## config.mk

```make
export PLATFORM = sky130hd
export DESIGN_NAME = spi_master_ctrl
export DESIGN_NICKNAME = d
export VERILOG_FILES = /design/src/rtl/spi_pkg.sv /design/src/rtl/spi_sclk_gen.sv /design/src/rtl/spi_master_ctrl.sv
export SDC_FILE = /design/constraint.sdc
export NUM_CORES = 1
export LEC_CHECK = 0
export ABC_AREA = 1
export BUFFER_PORTS_ARGS = -buffer_cell sky130_fd_sc_hd__buf_2
export CORE_AREA = 3 3 67 81
export CTS_CLUSTER_DIAMETER = 50
export DETAILED_ROUTE_END_ITERATION = 12
export DIE_AREA = 0 0 70 84
export HOLD_SLACK_MARGIN = 0.08
export PLACE_DENSITY_LB_ADDON = 0.25
export REMOVE_ABC_BUFFERS = 1
export SYNTH_ARGS = -nofsm -noshare
export SYNTH_HDL_FRONTEND = slang
export SYNTH_SLANG_ARGS = --single-unit
```

## constraint.sdc

```tcl
create_clock -name mclk -period 2.18 [get_ports mclk]
set_clock_uncertainty 0.1 [all_clocks]
set_input_delay 0.218 -clock mclk [delete_from_list [all_inputs] [get_ports mclk]]
set_output_delay 0.218 -clock mclk [all_outputs]
set_load 0.05 [all_outputs]
```

## src/rtl/spi_pkg.sv

```systemverilog
// Purpose: shared widths and state encoding for the SPI master slice.
// Latency: n/a (types and constants only).
// Backpressure: n/a.
//
// Contents: DATA_W (frame width), BIT_CNT_W (bit counter width), state_t.
// Configuration macro used by importers: SPI_LSB_FIRST_EN.
package spi_pkg;

  localparam int DATA_W    = 8;
  localparam int BIT_CNT_W = $clog2(DATA_W);

  typedef enum logic [1:0] {
    IDLE = 2'd0,
    XFER = 2'd1,
    DONE = 2'd2
  } state_t;

endpackage

```

## src/rtl/spi_sclk_gen.sv

```systemverilog
// Purpose: divides mclk into the SPI clock and flags the edge about to happen.
// Latency: first sclk rise CLK_DIV mclk cycles after en goes high.
// Backpressure: none; sclk is forced low and the divider cleared whenever en is low.
//
// Ports:
//   mclk, reset      clock and async active-high reset
//   en               run the divider (high only while a frame is in flight)
//   sclk             SPI clock, idle low
//   sclk_rise/fall   combinational: sclk will rise/fall on the next mclk edge
module spi_sclk_gen #(
  parameter int CLK_DIV = 2
) (
  input  logic mclk,
  input  logic reset,
  input  logic en,
  output logic sclk,
  output logic sclk_rise,
  output logic sclk_fall
);

  localparam int CNT_W = (CLK_DIV > 1) ? $clog2(CLK_DIV) : 1;
  localparam logic [CNT_W-1:0] DIV_LAST = CNT_W'(CLK_DIV - 1);

  logic [CNT_W-1:0] div_cnt;
  logic             wrap;

  assign wrap      = en && (div_cnt == DIV_LAST);
  assign sclk_rise = wrap && !sclk;
  assign sclk_fall = wrap && sclk;

  always_ff @(posedge mclk or posedge reset) begin
    if (reset) begin
      div_cnt <= '0;
      sclk    <= 1'b0;
    end else if (!en) begin
      // Holding the counter at zero means a new frame always starts a fresh half-period.
      div_cnt <= '0;
      sclk    <= 1'b0;
    end else if (wrap) begin
      div_cnt <= '0;
      sclk    <= ~sclk;
    end else begin
      div_cnt <= div_cnt + 1'b1;
    end
  end

endmodule

```

## src/rtl/spi_master_ctrl.sv

```systemverilog
// Purpose: 8-bit SPI mode-0 master; host loads a byte, starts a frame, reads back the RX byte.
// Latency: cs low for 16*CLK_DIV mclk; one DONE cycle after; data_out valid the cycle after read.
// Backpressure: none; load/start/read are honoured only in IDLE and silently dropped otherwise.
//
// Ports:
//   mclk, reset             clock and async active-high reset
//   load, read, start       host commands (IDLE only, priority load > start > read)
//   data_in  [7:0]          TX byte captured on load
//   miso                    serial data from slave
//   data_out [7:0]          registered RX byte, updated on read
//   mosi, sclk, cs          SPI pins (sclk idle low, cs active low)
// Configuration: define SPI_LSB_FIRST_EN for LSB-first framing; default is MSB first.
module spi_master_ctrl
  import spi_pkg::*;
#(
  parameter int CLK_DIV = 2
) (
  input  logic              mclk,
  input  logic              reset,
  input  logic              load,
  input  logic              read,
  input  logic              start,
  input  logic [DATA_W-1:0] data_in,
  input  logic              miso,
  output logic [DATA_W-1:0] data_out,
  output logic              mosi,
  output logic              sclk,
  output logic              cs
);

  state_t state, state_nxt;

  logic [DATA_W-1:0]    tx_sr, tx_sr_nxt;
  logic [DATA_W-1:0]    rx_sr, rx_sr_nxt;
  logic [DATA_W-1:0]    rx_buf, rx_buf_nxt;
  logic [BIT_CNT_W-1:0] bit_cnt, bit_cnt_nxt;
  logic                 cs_nxt, mosi_nxt;
  logic [DATA_W-1:0]    data_out_nxt;

  logic sclk_rise, sclk_fall, last_fall;

  // Bit-order specific views of the shift registers.
  logic              tx_first;  // bit driven when the frame opens
  logic              tx_next;   // bit driven after the current one is shifted out
  logic [DATA_W-1:0] tx_shift;
  logic [DATA_W-1:0] rx_shift;

`ifdef SPI_LSB_FIRST_EN
  assign tx_first = tx_sr[0];
  assign tx_next  = tx_sr[1];
  assign tx_shift = {1'b0, tx_sr[DATA_W-1:1]};
  assign rx_shift = {miso, rx_sr[DATA_W-1:1]};
`else
  assign tx_first = tx_sr[DATA_W-1];
  assign tx_next  = tx_sr[DATA_W-2];
  assign tx_shift = {tx_sr[DATA_W-2:0], 1'b0};
  assign rx_shift = {rx_sr[DATA_W-2:0], miso};
`endif

  spi_sclk_gen #(
    .CLK_DIV (CLK_DIV)
  ) u_sclk_gen (
    .mclk      (mclk),
    .reset     (reset),
    .en        (state == XFER),
    .sclk      (sclk),
    .sclk_rise (sclk_rise),
    .sclk_fall (sclk_fall)
  );

  // The falling edge that completes the last bit closes the frame.
  assign last_fall = sclk_fall && (bit_cnt == BIT_CNT_W'(DATA_W - 1));

  always_ff @(posedge mclk or posedge reset) begin
    if (reset) state <= IDLE;
    else       state <= state_nxt;
  end

  always_comb begin
    state_nxt = state;
    case (state)
      IDLE:    if (!load && start) state_nxt = XFER;
      XFER:    if (last_fall)      state_nxt = DONE;
      DONE:                        state_nxt = IDLE;
      default:                     state_nxt = IDLE;
    endcase
  end

  always_comb begin
    tx_sr_nxt    = tx_sr;
    rx_sr_nxt    = rx_sr;
    rx_buf_nxt   = rx_buf;
    bit_cnt_nxt  = bit_cnt;
    cs_nxt       = cs;
    mosi_nxt     = mosi;
    data_out_nxt = data_out;
    case (state)
      IDLE: begin
        if (load) begin
          tx_sr_nxt = data_in;
        end else if (start) begin
          cs_nxt      = 1'b0;
          mosi_nxt    = tx_first;
          bit_cnt_nxt = '0;
        end else if (read) begin
          data_out_nxt = rx_buf;
        end
      end
      XFER: begin
        if (sclk_rise) rx_sr_nxt = rx_shift;
        if (sclk_fall) begin
          tx_sr_nxt   = tx_shift;
          bit_cnt_nxt = bit_cnt + 1'b1;
          if (last_fall) begin
            cs_nxt     = 1'b1;
            mosi_nxt   = 1'b0;
            rx_buf_nxt = rx_sr;
          end else begin
            mosi_nxt = tx_next;
          end
        end
      end
      DONE: mosi_nxt = 1'b0;
      default: ;
    endcase
  end

  always_ff @(posedge mclk or posedge reset) begin
    if (reset) begin
      tx_sr    <= '0;
      rx_sr    <= '0;
      rx_buf   <= '0;
      bit_cnt  <= '0;
      cs       <= 1'b1;
      mosi     <= 1'b0;
      data_out <= '0;
    end else begin
      tx_sr    <= tx_sr_nxt;
      rx_sr    <= rx_sr_nxt;
      rx_buf   <= rx_buf_nxt;
      bit_cnt  <= bit_cnt_nxt;
      cs       <= cs_nxt;
      mosi     <= mosi_nxt;
      data_out <= data_out_nxt;
    end
  end

endmodule

```

# Word-level counts from Yosys, hierarchy flattened
# Index checks and enable logic that the tools add are counted.
# totals
mem_count	0
ramBits	0
latch_bits	0
register_bits	41
rom_bits	0
elab_cells	67
# op_classes
eq_ne	10
mux	24
n_lt_le_gt_ge	0
n_shift	0
reduce_logical	18
addsub	2
n_bitwise	3
div_mod_pow	0
n_mul	0
# op_table
op	count
2-to-1 mux 8 bit	2
case mux 8 bit (2 select lines)	1
inequality test 2 bit, second input constant	7
2-to-1 mux 1 bit	12
AND reduction 4 bit	3
2-to-1 mux 3 bit	3
case mux 3 bit (2 select lines)	1
AND reduction 3 bit	2
logical AND 1 bit	5
AND reduction 5 bit	1
2-to-1 mux 2 bit	2
case mux 2 bit (2 select lines)	1
AND reduction 2 bit	2
adder 3 x 1 -> 3 bit, second input constant	1
equality test 3 bit, second input constant	1
NOT 1 bit	3
case mux 1 bit (3 select lines)	1
nonzero test 3 bit	1
equality test 2 x 1 -> 1 bit, second input constant	1
equality test 2 bit, second input constant	1
logical NOT 1 bit	2
logical NOT 2 bit	1
case mux 1 bit (2 select lines)	1
nonzero test 2 bit	1
adder 1 bit, second input constant	1

# Depth between registers and ports, before layout
# Gate-level depths: netlist of the first run.
# logic_depth
ltp_word	7
mapped_depth	9
ltp_nobuf	9

# Cells and area by module
# From an unflattened synthesis of the first run, not the netlist that was laid out.
# unflattened
hier_cells	210
hier_area_um2	1861.8
# by_module_without_submodules
module	area_per_inst_um2	instances	cells_per_inst	seq_area_each_um2
spi_master_ctrl	1767.9	1	197	977.2
spi_sclk_gen	93.8	1	13	50.0

# Worst setup path after synthesis of the first run
# Ideal clock, no wire load.
# synth_timing
path_kind	register to register
from	register u_sclk_gen.sclk
to	register tx_sr[4]
period_less_slack_ns	1.525
slack_ns	0.655
arrival_ns	1.302
path_stages_with_launch	7
path_cell_list	dfrtp_1 > nand2_1 > nand2_2 > nand2_2 > buf_6 > nand2_1 > o21ai_2
# synth_between
elab_chain_cells	3
# synth_rtl
element	line	text
from (decl)	spi_sclk_gen.sv:16	output logic sclk,
from (signal assigned)	spi_sclk_gen.sv:41	sclk <= ~sclk;
logical AND 1 bit	spi_sclk_gen.sv:29	assign sclk_fall = wrap && sclk;
inequality test 2 bit (no source line)	--	
AND reduction 3 bit (no source line)	--	
to (signal assigned)	spi_master_ctrl.sv:138	tx_sr <= tx_sr_nxt;
to (decl)	spi_master_ctrl.sv:33	logic [DATA_W-1:0] tx_sr, tx_sr_nxt;
# No other way between the ends.
# A chain may end at the register's enable or synchronous reset.

# Final worst setup path of the first run
# layout_timing
from	register state[1]
to	register tx_sr[7]
# layout_between
elab_chain_cells	5
word_cells_on_any_way	9
classes_between	eq/ne: 3; mux: 1; reduce/logical: 5
# layout_rtl
element	line	text
from (decl)	spi_master_ctrl.sv:31	state_t state, state_nxt;
from (signal assigned)	spi_master_ctrl.sv:76	else state <= state_nxt;
equality test 2 x 1 -> 1 bit	spi_master_ctrl.sv:65, spi_master_ctrl.sv:97	
logical AND 1 bit	spi_sclk_gen.sv:27	assign wrap = en && (div_cnt == DIV_LAST);
logical AND 1 bit	spi_sclk_gen.sv:29	
inequality test 2 bit (no source line)	--	
AND reduction 3 bit (no source line)	--	
# Parallel ways exist; a longest one is shown, timed or not.

==> flow_summary.ini, run 1 <==
[global_routing]
grt_pass1_wl_um = 6160
grt_util_all_layers_pct = 13.2
grt_antenna_before_repair = 0
grt_max_degree = 42
gr-total-overflow = 0
grt_pass1_vias = 1380

[logic_synthesis]
ys_warn_count = 0
synth-seq-area-share_pct = 55.1
synthMuxAreaShare_pct = 0
synth_top_family_by_area = simple AND/OR/NAND/NOR gates
ys.flop_type = dfrtp_1
synth_xor_xnor_area_share_pct = 0
synth-seq-cells = 41
synth_cells = 208
synth-simple-area-share_pct = 21.1
synth-compound-area-share_pct = 12.6
synthArstFlopShare_pct = 100
syn_avg_cell_area_sq_um = 8.96
syn_area_sq_um = 1860
synth_fa_ha_area_share_pct = 4.03
synth_edf_count = 0
yosys.cell_types.count = 21

[run_status]
outcome = finished, final reports clean

[drt]
wl_per_cell_um = 11.4
drc = 0
vias = 1377
drt-met1-wl_um = 1540
dr_wl_met3_um = 138
highest_layer = met4
wl_um = 3370
drtIter0Drc = 56
viasPerCell = 4.65
dr.pass1.iters = 4
ant_nets = 0
wl_met2_um = 1620

[setup_path]
arrival_ns = 1.90
critPathKind = flop to flop
crit_chain = inv_1 -> ha_1 -> inv_2 -> o21ai_1 -> nand2_2 -> nand2_1 -> o21ai_0
end_kind = flop
path_buf_inv = 2
cp_data_required_time_ns = 2.24
path_max_fanout = 16
cp_slowest_cell = dfrtp_1
cpLargestDelayFamily = flip-flops
cp-start-kind = flop
critPathMaxStageDelay_ns = 0.40

[cells_and_area]
layout-drive-gt1-share_pct = 23.9
area_delta_synth_final_pct = 16.4
regArea_sq_um = 1030
multi_input_area_sq_um = 702
fillers = 460
finish.instance_area_sq_um = 2170
n_antenna_cell = 0
fin_nets = 257

[timing]
fmax_ghz = 0.545
finalCriticalPeriod_ns = 1.83
drv_slew = 0
setup_tns_ns = 0
relSlewSlack_pct = 65.2
worst_pin_slew_ns = 0.518
rsz0062_at_grt = no
setup_viol = 0
hold_viol_final = 0
min_period_over_period_pct = 84.1

[die]
start_util_pct = 40.0
die_w_um = 70
core_sq_um = 4660
die_h_um = 84
io_pins = 25
dieArea_sq_um = 5880
row_count = 27

[clock_network]
cts_buffers = 5
tritoncts = built
clock-sinks = 41
cts_buffer_depth = 2
post-cts-setup-buffers = 0
path_clk_slew_ns = 0.08
clk_latency_ns = 0.29
root_buffer = clkbuf_8
h-tree-depth = 2
cts.repair.resized = 0
holdBufCountCts = 3

[power_and_ir_drop]
power.total_mw = 2.62
power.density_nw_per_um2 = 1210
vdd_ir_drop_max_v = 0.000532
cellLeakagePower_nw = 1.13

[hold_path]
hp-class = input pin to flop

[placement]
io_buffer_count = 24
place_area_sq_um = 2020
place.gp.congestion = 0.766
hpwl_um = 2370

[flow_run]
maxCapViolCount = 0
where the power goes:
group          total (mW)  internal [mW]  leakage, nW  switching [mW]
clock network       0.637          0.372       0.0574           0.264
logic               0.893          0.308        0.537           0.585
registers            1.09          0.962        0.536           0.130
flip-flops by register name, indices dropped and copies added (netlist names):
name,flops
state,2
rx_buf,8
bit_cnt,3
u_sclk_gen.sclk,1
rx_sr,8
mosi,1
tx_sr,8
cs,1
data_out,8
u_sclk_gen.div_cnt,1
cells in the mapped netlist, types with 4 or more instances:
library cell / count / area [sq um]
nand2_1: 61 / 229
dfrtp_1: 40 / 1000
o21ai_0: 22 / 110
inv_1: 19 / 71.3
nor2_1: 9 / 33.8
o21ai_1: 8 / 40.0
o21ai_2: 7 / 61.3
ha_1: 6 / 75.1
nand3_1: 6 / 30.0
or2_2: 6 / 37.5
nand2_2: 4 / 25.0
metrics by stage:
stage               utilization (%)  worst slack (ns)  hold WS, ns  instances
finish                         46.5             0.346        0.121        296
global route                   46.5             0.163        0.134        296
CTS                            46.5             0.308        0.108        296
detailed placement             43.3             0.324        0.287        285
global placement               43.3             0.420        0.281        285
floorplan                         -             0.490        0.263        201
layer usage:
metal	track usage (%)	vias to the layer above
met2	21.8	25
met1	15.4	631
met5	0	-
li1	-	715
met4	6.27	0
met3	4.10	6
worst paths after layout:
check,startpoint,to,slack [ns],cells past startpoint
max,state[1],tx_sr[7],0.35,7
min,start,cs,0.12,4
max reg2reg,state[1],tx_sr[7],0.35,7
min reg2reg,tx_sr[3],tx_sr[3],0.38,2
max in group asynchronous,reset,cs,1.12,4
min in group asynchronous,reset,rx_buf[7],0.49,4
cells by family after synthesis:
kind of cell	after synthesis
simple gates	91
compound gates	41
flops	41
buf+inv	29
fa+ha+maj	6
layout by cell type, fill, tap and decap left out:
cell type	n
nand2_1	61
dfrtp_1	40
buf_2	24
o21ai_0	22
inv_1	19
nor2_1	9
o21ai_1	8
o21ai_2	7
nand3_1	6
or2_2	6
ha_1	6
clkbuf_8	6
nand2_2	4
inv_2	3
a21oi_1	3
nand4_1	3
dlygate4sd3_1	3
buf_4	2
nor2_2	1
nand4_2	1
a21boi_0	1
bufinv_16	1
clkinvlp_4	1
dfstp_2	1
area by class of cell:
type | instances | share of cell area [%]
clock buffers | 6 | 3.81
multi-input cells | 138 | 32.4
inverters | 22 | 3.81
well taps | 58 | 3.34
flip-flops and latches | 41 | 47.3
repair buffers | 29 | 7.61
clock inverters | 2 | 1.73
tightest hold or removal path, stage by stage:
cell and delay [ns]:
buf_2 0.09, nand4_1 0.09, nand2_1 0.06, nand2_1 0.05
(Power assumes the default switching activity.)
==> run 2, diff against run 1 <==
==> constraint.sdc (replaced) <==
create_clock -name mclk -period 1.6 [get_ports mclk]
set_clock_uncertainty 0.1 [all_clocks]
set_input_delay 0.16 -clock mclk [delete_from_list [all_inputs] [get_ports mclk]]
set_output_delay 0.16 -clock mclk [all_outputs]
set_load 0.05 [all_outputs]
==> run 2 against run 1 <==
Effect of this change:
- final cell count rose by 4.4%
- utilization rose by 2.7 points
- total power rose by 40%
- cell area rose by 5.7%
- largest power group unchanged
- highest routed layer unchanged
==> flow_summary.ini, run 2 (synthesis gave the netlist of run 1 again) <==
[global_routing]
grt_pass1_vias = 1405
grt_util_all_layers_pct = 13.0
grt_antenna_before_repair = 0
grt_max_degree = 24
gr-total-overflow = 0
grt_pass1_wl_um = 6150

[placement]
hpwl_um = 2590
place_area_sq_um = 2110
place_inst = 296
io_buffer_count = 24
place.gp.congestion = 0.757

[cells_and_area]
finalCoreUtilization_pct = 49.2
area_delta_synth_final_pct = 23.0
finish.instance_area_sq_um = 2290
n_antenna_cell = 0
final_common_cell = nand2_1
final_cells = 309
layout_common_cells = nand2_1 (59), dfrtp_1 (40), buf_2 (24)
fin_nets = 270
layout-drive-gt1-share_pct = 29.5

[setup_path]
cp-start-kind = flop
crit_chain = inv_1 -> ha_2 -> nand2_1 -> o21ai_1 -> nand2_4 -> nand2_1 -> o21ai_0
end_kind = flop
cp_data_required_time_ns = 1.67
crit_cells = 7
critPathMostFrequentCell = nand2_1
path_max_fanout = 16
cp_slowest_cell = dfrtp_1
path_buf_inv = 1
rr_endpoint = tx_sr[7]
critPathKind = flop to flop
arrival_ns = 1.61
reg2reg_depth = 7
r2r-start = state[0]
reg2reg_slack_ns = 0.06
cpLargestDelayFamily = flip-flops
critPathMaxStageDelay_ns = 0.43

[drt]
viasPerCell = 4.54
wl_um = 3440
ant_nets = 0
wl_per_cell_um = 11.1
drc = 0
dr.pass1.iters = 4
drt-met1-wl_um = 1550
drtIter0Drc = 69
wl_met2_um = 1720
vias = 1404
highest_layer = met4
dr_wl_met3_um = 107

[hold_path]
whs_endpoint = cs
hold_depth = 4
hold_path.startpoint = load
hp-class = input pin to flop

[clock_network]
clk_latency_ns = 0.29
path_clk_slew_ns = 0.08
h-tree-depth = 2
clock-sinks = 41
post-cts-setup-buffers = 0
cts_buffer_depth = 2
tritoncts = built
root_buffer = clkbuf_8
cts_buffers = 5

[flow_run]
maxCapViolCount = 0

[timing]
fmax_ghz = 0.651
relSlewSlack_pct = 71.4
drv_slew = 0
setup_viol = 0
min_period_over_period_pct = 96.0
finalCriticalPeriod_ns = 1.54
holdWs_ns = 0.142
worst_pin_slew_ns = 0.428
hold_viol_final = 0
rsz0062_at_grt = yes

[die]
dieArea_sq_um = 5880
start_util_pct = 40.0
die_h_um = 84
row_count = 27
die_w_um = 70
core_sq_um = 4660
io_pins = 25

[run_status]
outcome = finished, final reports clean

[power_and_ir_drop]
power.density_nw_per_um2 = 1600
vdd_ir_drop_max_v = 0.000870
cellLeakagePower_nw = 1.19
## run 2: changes by cell type in the layout (fill, tap and decap cells not counted), sizes merged
cell / previous run / this run
bufinv: 1 / 0
buf: 26 / 37
dlygate4sd3: 3 / 5
clkinv: 0 / 2
clkinvlp: 1 / 0
## run 2: worst reg2reg max path, delay by kind of cell (launching register included)
| family | cells | cell delay [ns] |
|---|---|---|
| buf+inv | 1 | 0.08 |
| flops | 1 | 0.43 |
| fa+ha+maj | 1 | 0.23 |
| compound gates | 2 | 0.21 |
| simple gates | 3 | 0.37 |
## run 2: power by group
part           switching (mW)  total (mW)  internal, mW
Sequential              0.182        1.49          1.31
Combinational           0.876        1.47         0.595
Clock                   0.353       0.702         0.349
## run 2: worst max-delay path by stage
| stage | from | end | slack (ns) |
|---|---|---|---|
| finish | state[0] | tx_sr[7] | 0.06 |
| global route | state[1] | tx_sr[7] | -0.04 |
| floorplan | state[1] | tx_sr[7] | -0.09 |
| detailed placement | state[1] | tx_sr[7] | -0.04 |
| CTS | state[1] | tx_sr[7] | 0.02 |
| global placement | state[1] | tx_sr[7] | 0.005 |
## run 2: layer usage
layer	GRT usage [%]	vias to the layer above
met5	0	-
met4	6.79	0
met3	2.53	5
met2	22.8	21
met1	14.8	633
li1	-	745
## run 2: cell type report
| cell class | instances | area (sq um) |
|---|---|---|
| clock buffers | 6 | 82.6 |
| repair buffers | 42 | 284 |
| multi-input cells | 138 | 731 |
| fillers | 459 | 2370 |
| inverters | 22 | 82.6 |
| flip-flops and latches | 41 | 1030 |
| clock inverters | 2 | 13.8 |
| well taps | 58 | 72.6 |
## run 2: timing repair
item | in CTS | in global routing
setup endpoints to repair | 8 | 39
pin swaps | 0 | 3
hold buffers | 5 | 0
hold endpoints to repair | 11 | 0
resized for setup | 1 | 11
## run 2: stage by stage
stage / power, mW / setup slack [ns] / TNS [ns]
after floorplan: 2.44 / -0.0901 / -0.756
after detailed placement: 2.93 / -0.0361 / -0.122
after global routing: 4.01 / -0.0359 / -0.0948
after CTS: 3.68 / 0.0213 / 0
final: 3.67 / 0.0638 / 0
after global placement: 2.89 / 0.00528 / 0
==> run 3, diff against run 2 <==
--- a/config.mk
+++ b/config.mk
@@ -6,11 +6,11 @@
 export NUM_CORES = 1
 export LEC_CHECK = 0
 export ABC_AREA = 1
-export BUFFER_PORTS_ARGS = -buffer_cell sky130_fd_sc_hd__buf_2
 export CORE_AREA = 3 3 67 81
 export CTS_CLUSTER_DIAMETER = 50
 export DETAILED_ROUTE_END_ITERATION = 12
 export DIE_AREA = 0 0 70 84
+export DONT_BUFFER_PORTS = 1
 export HOLD_SLACK_MARGIN = 0.08
 export PLACE_DENSITY_LB_ADDON = 0.25
 export REMOVE_ABC_BUFFERS = 1
==> run 3 against run 2 <==
Effect of this change:
- sequential share of layout area increased by 2.0 points
- hold slack got worse by 0.054 ns
- die area unchanged
- sequential power about the same
- worst setup slack improved by 0.015 ns
- global-route usage increased by 0.37 points
- first-iteration DRC count unchanged
- cell area decreased by 4.4%
- combinational power increased by 3%
- critical endpoint is now data_out[5]
- critical path depth unchanged
==> flow_summary.ini, run 3 (synthesis gave the netlist of run 1 again) <==
[setup_path]
cp-start-kind = flop
path_max_fanout = 16
cp_data_required_time_ns = 1.67
reg2reg_slack_ns = 0.08
critPathKind = flop to flop
end_kind = flop
arrival_ns = 1.59

[clock_network]
clock-sinks = 41
h-tree-depth = 2
cts_buffer_depth = 2
post-cts-setup-buffers = 0
clk_latency_ns = 0.29
cts_buffers = 5
path_clk_slew_ns = 0.08
tritoncts = built
root_buffer = clkbuf_8

[die]
dieArea_sq_um = 5880
die_h_um = 84
row_count = 27
io_pins = 25
start_util_pct = 40.0
core_sq_um = 4660
die_w_um = 70

[drt]
wl_um = 3520
drc = 0
drtIter0Drc = 69
dr.pass1.iters = 4
vias = 1362
wl_per_cell_um = 12.2
ant_nets = 0
viasPerCell = 4.71

[timing]
holdWs_ns = 0.0883
drv_slew = 0
worst_pin_slew_ns = 0.505
fmax_ghz = 0.657
hold_viol_final = 0
setup_viol = 0
rsz0062_at_grt = yes
finalCriticalPeriod_ns = 1.52
min_period_over_period_pct = 95.1
relSlewSlack_pct = 66.4
fin_ws_ns = 0.0788

[cells_and_area]
area_delta_synth_final_pct = 17.7
layout-drive-gt1-share_pct = 22.1
final_common_cell = nand2_1
layout_common_cells = nand2_1 (60), dfrtp_1 (40), o21ai_0 (20)
fin_nets = 252
n_antenna_cell = 0

[power_and_ir_drop]
vdd_ir_drop_max_v = 0.000820
cellLeakagePower_nw = 1.09
power.density_nw_per_um2 = 1670

[global_routing]
gr-total-overflow = 0
grt_pass1_vias = 1409
grt_util_all_layers_pct = 13.4
grt_pass1_wl_um = 6220
grt_max_degree = 42
grt_antenna_before_repair = 0

[placement]
place.gp.congestion = 0.741
hpwl_um = 2450
place_ws_ns = -0.00266
io_buffer_count = 0

[hold_path]
hp-class = input pin to flop

[flow_run]
maxCapViolCount = 0

[run_status]
outcome = finished, final reports clean
==> run 3: changes by cell type in the layout (fill, tap and decap cells not counted), sizes merged <==
cell,change
buf,-21
clkbuf,-1
clkinv,-1
dlygate4sd3,+2
nand2,+1
==> run 3: repair_timing <==
action | 4_1_cts | 5_1_grt
gates resized for setup | 1 | 11
pin swaps | 0 | 2
hold buffers | 7 | 0
gates cloned | 0 | 1
hold endpoints to repair | 46 | 0
endpoints found under the setup margin | 8 | 36
==> run 3: power by group <==
part	internal (mW)	switching (mW)	total, mW
Combinational	0.635	0.882	1.52
Clock	0.287	0.332	0.619
Sequential	1.31	0.212	1.52
Total	2.23	1.43	3.66
==> run 3: critical path, cell delays in order, from the launching register on <==
cell and delay, ns:
dfrtp_1 0.43, inv_1 0.08, ha_2 0.24, buf_4 0.14, nand4_2 0.08, buf_4 0.19
nand2_1 0.06, o21ai_0 0.09
==> run 3: per-stage QoR <==
stage	area (sq um)	instances	power [mW]	util (%)	setup TNS, ns
2_1_floorplan	1810	201	2.44	-	-0.756
3_3_place_gp	2000	275	2.92	43.0	0
3_5_place_dp	2000	275	2.94	43.0	-0.00266
4_1_cts	2150	288	3.60	46.2	0
5_1_grt	2190	289	4.03	47.0	-0.110
6_report	2190	289	3.66	47.0	0
==> run 3: worst paths after layout <==
path / start / endpoint / cells after the start
max: state[0] / data_out[5] / 7
min: data_in[1] / tx_sr[1] / 3
max reg2reg: state[0] / data_out[5] / 7
min reg2reg: rx_sr[7] / rx_sr[7] / 2
max in group asynchronous: reset / cs / 3
min in group asynchronous: reset / u_sclk_gen.sclk / 3
==> run 3: area by class of cell <==
type,instances,area [sq um]
clock buffers,5,68.8
multi-input cells,139,744
well taps,58,72.6
inverters,22,85.1
repair buffers,23,190
flip-flops and latches,41,1030
clock inverters,1,5.00
fillers,474,2470
==> run 3: per-layer routing <==
layer  vias up  track usage [%]  part of all wire [%]
li1        703                -                     -
met4         0             5.75                   2.1
met1       630             15.0                    42
met3         6             3.86                   4.0
met5         -                0                     0
met2        23             23.3                    51
